File: src/rtl/load_store_unit_if.sv
// rtl/load_store_unit_if.sv - datapath-side request/response bus of the load/store unit
interface load_store_unit_if #(
  parameter int ADDR_WIDTH = 32
);
  logic                  REQ;
  logic                  WR;
  logic [1:0]            SIZE;
  logic                  SIGNED;
  logic [ADDR_WIDTH-1:0] ADDR;
  logic [31:0]           WDATA;
  logic                  READY;
  logic                  DONE;
  logic                  ERR;
  logic [31:0]           RDATA;

  modport master (
    output REQ, WR, SIZE, SIGNED, ADDR, WDATA,
    input  READY, DONE, ERR, RDATA
  );

  modport slave (
    input  REQ, WR, SIZE, SIGNED, ADDR, WDATA,
    output READY, DONE, ERR, RDATA
  );
endinterface

File: src/rtl/load_store_unit.sv
// rtl/load_store_unit.sv - byte/half/word load-store initiator for a word-addressed memory
// Sub-word stores read the word, merge the lane(s), then write the whole word back.
module load_store_unit #(
  parameter int ADDR_WIDTH = 32
) (
  input  logic                  CLK,
  input  logic                  RST,
  load_store_unit_if.slave      bus,
  output logic                  MEM_WE,
  output logic [ADDR_WIDTH-1:0] MEM_A,
  output logic [31:0]           MEM_WD,
  input  logic [31:0]           MEM_RD
);
  typedef enum logic [1:0] {IDLE, LOAD, MERGE, STORE} state_t;

  state_t                state;
  logic [1:0]            size_q;
  logic                  signed_q;
  logic [ADDR_WIDTH-1:0] addr_q;
  logic [15:0]           wdata_q;
  logic [31:0]           buffer;
  logic [31:0]           rdata_q;
  logic                  done_q;
  logic                  err_q;

  logic                  misaligned;
  logic [7:0]            lane_b;
  logic [15:0]           lane_h;
  logic [31:0]           load_val;
  logic [31:0]           merge_val;

  always_comb begin
    misaligned = 1'b0;
    case (bus.SIZE)
      2'b00:   misaligned = 1'b0;
      2'b01:   misaligned = bus.ADDR[0];
      2'b10:   misaligned = |bus.ADDR[1:0];
      default: misaligned = 1'b1;
    endcase
  end

  // Lane extraction and merge both work on the word currently on MEM_RD.
  always_comb begin
    lane_b    = MEM_RD[{addr_q[1:0], 3'b000} +: 8];
    lane_h    = MEM_RD[{addr_q[1], 4'b0000} +: 16];
    load_val  = MEM_RD;
    case (size_q)
      2'b00:   load_val = {{24{signed_q & lane_b[7]}}, lane_b};
      2'b01:   load_val = {{16{signed_q & lane_h[15]}}, lane_h};
      default: load_val = MEM_RD;
    endcase
    merge_val = MEM_RD;
    if (size_q == 2'b00)
      merge_val[{addr_q[1:0], 3'b000} +: 8] = wdata_q[7:0];
    else
      merge_val[{addr_q[1], 4'b0000} +: 16] = wdata_q;
  end

  always_ff @(posedge CLK) begin
    if (RST) begin
      state    <= IDLE;
      size_q   <= 2'b00;
      signed_q <= 1'b0;
      addr_q   <= '0;
      wdata_q  <= 16'h0000;
      buffer   <= 32'h0000_0000;
      rdata_q  <= 32'h0000_0000;
      done_q   <= 1'b0;
      err_q    <= 1'b0;
    end else begin
      done_q <= 1'b0;
      err_q  <= 1'b0;
      case (state)
        IDLE: begin
          if (bus.REQ) begin
            size_q   <= bus.SIZE;
            signed_q <= bus.SIGNED;
            addr_q   <= bus.ADDR;
            wdata_q  <= bus.WDATA[15:0];
            if (misaligned) begin
              done_q <= 1'b1;
              err_q  <= 1'b1;
            end else if (!bus.WR) begin
              state <= LOAD;
            end else if (bus.SIZE == 2'b10) begin
              buffer <= bus.WDATA;
              state  <= STORE;
            end else begin
              state <= MERGE;
            end
          end
        end
        LOAD: begin
          rdata_q <= load_val;
          done_q  <= 1'b1;
          state   <= IDLE;
        end
        MERGE: begin
          buffer <= merge_val;
          state  <= STORE;
        end
        STORE: begin
          done_q <= 1'b1;
          state  <= IDLE;
        end
        default: state <= IDLE;
      endcase
    end
  end

  // The write enable is gated by RST so a reset landing on STORE never writes.
  assign MEM_WE    = (state == STORE) && !RST;
  assign MEM_A     = (state == IDLE) ? '0 : {addr_q[ADDR_WIDTH-1:2], 2'b00};
  assign MEM_WD    = (state == STORE) ? buffer : 32'h0000_0000;
  assign bus.READY = (state == IDLE);
  assign bus.DONE  = done_q;
  assign bus.ERR   = err_q;
  assign bus.RDATA = rdata_q;
endmodule

File: src/flat_wrapper.sv
// flat-port wrapper written by rule: the top's interface ports become plain ports
module load_store_unit_flat 
#(
  parameter int ADDR_WIDTH = 32
)
  (CLK, RST, MEM_WE, MEM_A, MEM_WD, MEM_RD, bus_REQ, bus_WR, bus_SIZE, bus_SIGNED, bus_ADDR, bus_WDATA, bus_READY, bus_DONE, bus_ERR, bus_RDATA);
  load_store_unit_if #(.ADDR_WIDTH(ADDR_WIDTH)) bus_i ();
  input  logic CLK;
  input  logic RST;
  output logic MEM_WE;
  output logic [ADDR_WIDTH-1:0] MEM_A;
  output logic [31:0] MEM_WD;
  input  logic [31:0] MEM_RD;
  input wire logic [$bits(bus_i.REQ)-1:0] bus_REQ;
  input wire logic [$bits(bus_i.WR)-1:0] bus_WR;
  input wire logic [$bits(bus_i.SIZE)-1:0] bus_SIZE;
  input wire logic [$bits(bus_i.SIGNED)-1:0] bus_SIGNED;
  input wire logic [$bits(bus_i.ADDR)-1:0] bus_ADDR;
  input wire logic [$bits(bus_i.WDATA)-1:0] bus_WDATA;
  output wire logic [$bits(bus_i.READY)-1:0] bus_READY;
  output wire logic [$bits(bus_i.DONE)-1:0] bus_DONE;
  output wire logic [$bits(bus_i.ERR)-1:0] bus_ERR;
  output wire logic [$bits(bus_i.RDATA)-1:0] bus_RDATA;
  assign bus_i.REQ = bus_REQ;
  assign bus_i.WR = bus_WR;
  assign bus_i.SIZE = bus_SIZE;
  assign bus_i.SIGNED = bus_SIGNED;
  assign bus_i.ADDR = bus_ADDR;
  assign bus_i.WDATA = bus_WDATA;
  assign bus_READY = bus_i.READY;
  assign bus_DONE = bus_i.DONE;
  assign bus_ERR = bus_i.ERR;
  assign bus_RDATA = bus_i.RDATA;
  load_store_unit #(.ADDR_WIDTH(ADDR_WIDTH)) u_core (.CLK(CLK), .RST(RST), .bus(bus_i), .MEM_WE(MEM_WE), .MEM_A(MEM_A), .MEM_WD(MEM_WD), .MEM_RD(MEM_RD));
endmodule
File: config.mk
export PLATFORM = sky130hd
export DESIGN_NAME = load_store_unit_flat
export DESIGN_NICKNAME = d
export VERILOG_FILES = /design/src/rtl/load_store_unit_if.sv /design/src/rtl/load_store_unit.sv /design/src/flat_wrapper.sv
export SDC_FILE = /design/constraint.sdc
export NUM_CORES = 1
export LEC_CHECK = 0
export ABC_CLOCK_PERIOD_IN_PS = 2000
export CAP_MARGIN = 20
export CORE_MARGIN = 2
export CORE_UTILIZATION = 43
export DETAILED_ROUTE_END_ITERATION = 8
export HOLD_SLACK_MARGIN = 0.06
export PLACE_DENSITY = 0.78
export REMOVE_ABC_BUFFERS = 1
export SLEW_MARGIN = 10
export SYNTH_ARGS = -nofsm -noshare
export SYNTH_HDL_FRONTEND = slang
export SYNTH_SLANG_ARGS = --single-unit
export TNS_END_PERCENT = 1
File: constraint.sdc
create_clock -name CLK -period 2 [get_ports CLK]
set_input_delay 0.5 -clock CLK [delete_from_list [all_inputs] [get_ports CLK]]
set_output_delay 0.5 -clock CLK [all_outputs]
set_load 0.1 [all_outputs]
==> impl_metrics.env <==
export IMPL_cp_start_kind="register"
export IMPL_grt_pass1_vias=6641
export IMPL_cp_cell_sequence="nor2_2 -> buf_12 -> nor2b_1 -> buf_12"
export IMPL_regArea_um2=2380
export IMPL_hold_class="reg2reg"
export IMPL_ctsHoldBuffers=0
export IMPL_fmax_mhz=502
export IMPL_viasPerCell=5.77
export IMPL_root_buffer="clkbuf_16"
export IMPL_grt_usage=0.267
export IMPL_synth_compound_area_frac=0.241
export IMPL_finalNetCount=1136
export IMPL_r2r_end="u_core.buffer[22]"
export IMPL_drive_above_1_share=0.195
export IMPL_multiInputGateArea_um2=3740
export IMPL_dp_hpwl_um=15800
export IMPL_io_pins=203
export IMPL_first_pass_iters=5
export IMPL_drc=0
export IMPL_yosys_area_share_simple=0.246
export IMPL_gr_total_overflow=0
export IMPL_startpoint="u_core.state[0]"
export IMPL_crit_arrival_ns=1.49
export IMPL_finalSetupTns_ns=0
export IMPL_cts_reportedPaths_clkPinSlew_ns=0.05
export IMPL_maxCapViolations=0
export IMPL_critPathKind="reg2out"
export IMPL_syn_avg_cell_area_um2=7.81
export IMPL_wl_per_cell_um=18.1
export IMPL_critPathTopFamily="flip-flops"
export IMPL_reg2reg_depth=6
export IMPL_ys_flop_type="dfxtp_1"
export IMPL_dieWidth_um=128
export IMPL_finalCriticalPeriod_ns=1.99
export IMPL_synth_cell_types=51
export IMPL_final_util=0.697
export IMPL_gp_congestion=0.888
export IMPL_synth_top_family_by_area="simple AND/OR/NAND/NOR gates"
export IMPL_netlist_area_um2=6570
export IMPL_critPathBufInv=2
export IMPL_crit_path_max_fanout=33
export IMPL_drt_iter0_drc=700
export IMPL_clk_path_buf_depth=2
export IMPL_critPathRequiredTime_ns=1.50
export IMPL_synthAdderAreaFrac=0.00953
export IMPL_cts_buffers=17
export IMPL_yosysWarningCount=0
export IMPL_mostFrequentLayoutCells="nand2_1, dfxtp_1, buf_12"
export IMPL_max_slew_margin=0.589
export IMPL_coreArea_um2=15000
export IMPL_worst_pin_slew_ns=0.617
export IMPL_hold_viol=0
export IMPL_synth_xor_area_frac=0
export IMPL_die_h_um=128
export IMPL_syn_to_final_growth_pct=59.7
export IMPL_rsz0062_at_grt="true"
export IMPL_layoutNonFillerInstCount=1225
export IMPL_cellLeakagePower_nw=4.05
export IMPL_grt_max_degree=49
export IMPL_max_stage_delay_ns=0.39
export IMPL_crit_end="MEM_A[13]"
export IMPL_cts_setup_buffers=0
export IMPL_port_buffers=200
export IMPL_synth_area_mux_share=0.0680
export IMPL_path_depth=4
export IMPL_dieArea_um2=16300
export IMPL_cpMaxStageDelayCell="dfxtp_1"
export IMPL_synth_edf_count=0
export IMPL_total_power_mw=7.71
export IMPL_synth_seq_cells=119
export IMPL_finalCritPeriodShare=0.997
export IMPL_vdd_drop_max_uv=601
export IMPL_final_max_slew_viol_count=0
export IMPL_vias=7063
export IMPL_fin_ws_ns=0.00645
export IMPL_grt_pass1_wl_um=34400
export IMPL_critPathCaptureType="output port"
export IMPL_setup_violations=0
export IMPL_rows=45
export IMPL_floorplan_initialDensity=0.437
export IMPL_status="finished clean"
export IMPL_crit_path_frequent_cell="buf_12"
export IMPL_cts_tree="done"
export IMPL_dp_cells=1197
export IMPL_fin_worst_skew_ns=0.00803
export IMPL_syn_inst=841
export IMPL_ant_nets=0
export IMPL_htreeDepth=4
export IMPL_p_per_area_nw_per_um2=736
export IMPL_wl_um=22100
export IMPL_clock_latency_ns=0.42
export IMPL_diodes=0
export IMPL_holdPathStages=2
export IMPL_r2r_start="u_core.addr_q[1]"
export IMPL_n_fill_cell=1130
export IMPL_ff2ff_setup_slack_ns=0.07
export IMPL_synthArstFlopShare=0
export IMPL_seq_area_frac_synth=0.363
export IMPL_grt_antenna_before_repair=0
export IMPL_dp_worst_setup_slack_ns=-0.123
export IMPL_clock_sinks=119
export IMPL_final_common_cell="nand2_1"
[cell type report]
type	count	share of cell area
Multi-Input combinational cell	622	0.357
Timing Repair Buffer	247	0.330
Sequential cell	119	0.227
Clock buffer	25	0.0492
Tap cell	188	0.0224
Inverter	21	0.00752
Clock inverter	3	0.00621
[report_power, final]
part | switching (mW) | internal, mW
sequential | 0.126 | 2.53
clock | 1.04 | 2.00
combinational | 1.20 | 0.821
total | 2.36 | 5.35
[cells in the mapped netlist, drive strengths merged (3+ instances only)]
library cell | number | area share
nand2 | 161 | 0.092
dfxtp | 119 | 0.36
a21oi | 90 | 0.069
nor2 | 54 | 0.031
clkbuf | 45 | 0.026
and3 | 39 | 0.037
nor2b | 39 | 0.037
buf | 35 | 0.035
mux2i | 33 | 0.050
a211oi | 29 | 0.033
o21ai | 29 | 0.022
inv | 21 | 0.012
a311oi | 16 | 0.021
a221o | 15 | 0.023
nand2b | 12 | 0.011
a31oi | 11 | 0.011
a32o | 9 | 0.014
a22oi | 8 | 0.0091
mux2 | 8 | 0.014
nand3 | 8 | 0.0061
nand3b | 8 | 0.0091
o311ai | 8 | 0.011
o22ai | 7 | 0.0067
ha | 5 | 0.0095
a222oi | 4 | 0.0061
nor3 | 4 | 0.0038
o221ai | 4 | 0.0053
a22o | 3 | 0.0040
[state kept, by name (all words and copies together) (netlist names)]
| name | cells |
|---|---|
| u_core.size_q | 2 |
| u_core.state | 2 |
| u_core.bus.RDATA | 32 |
| u_core.addr_q | 32 |
| u_core.bus.DONE | 1 |
| u_core.signed_q | 1 |
| u_core.buffer | 32 |
| u_core.wdata_q | 16 |
| u_core.bus.ERR | 1 |
[worst min path at each step]
stage / startpoint / endpoint
final: u_core.addr_q[23] / u_core.addr_q[23]
after global routing: u_core.addr_q[23] / u_core.addr_q[23]
after CTS: u_core.addr_q[5] / u_core.addr_q[5]
after detailed placement: u_core.addr_q[23] / u_core.addr_q[23]
after global placement: u_core.addr_q[26] / u_core.addr_q[26]
after floorplan: u_core.addr_q[10] / u_core.addr_q[10]
[tightest hold or removal path, cell delays in order (launching register included)]
cell and delay, ns:
dfxtp_1 0.30, nand2_1 0.05, a21oi_1 0.05
[timing repair]
item / 4_1_cts / 5_1_grt
setup endpoints to repair: 33 / 51
pin swaps: 0 / 0
resized for setup: 5 / 10
hold endpoints to repair: 0 / 0
gates cloned: 0 / 0
[cells by family after synthesis]
| family | count (synthesis) |
|---|---|
| compound gates | 237 |
| fa+ha+maj | 5 |
| buf+inv | 101 |
| flops | 119 |
| mux | 42 |
| other cells | 1 |
| simple gates | 336 |
[layer usage]
metal  GRT usage  vias to the layer above  part of all wire
li1            -                     3361                 -
met1       0.346                     3285              0.41
met2       0.427                      355              0.48
met3      0.0607                       62             0.080
met4       0.118                        0             0.031
met5           0                        -                 0
[stage by stage]
step	hold slack [ns]	area [um2]
3_5_place_dp	0.442	9870
3_3_place_gp	0.437	9870
2_1_floorplan	0.426	6170
6_report	0.447	10500
4_1_cts	0.449	10500
5_1_grt	0.467	10500
Power figures use the tool's default switching activity.
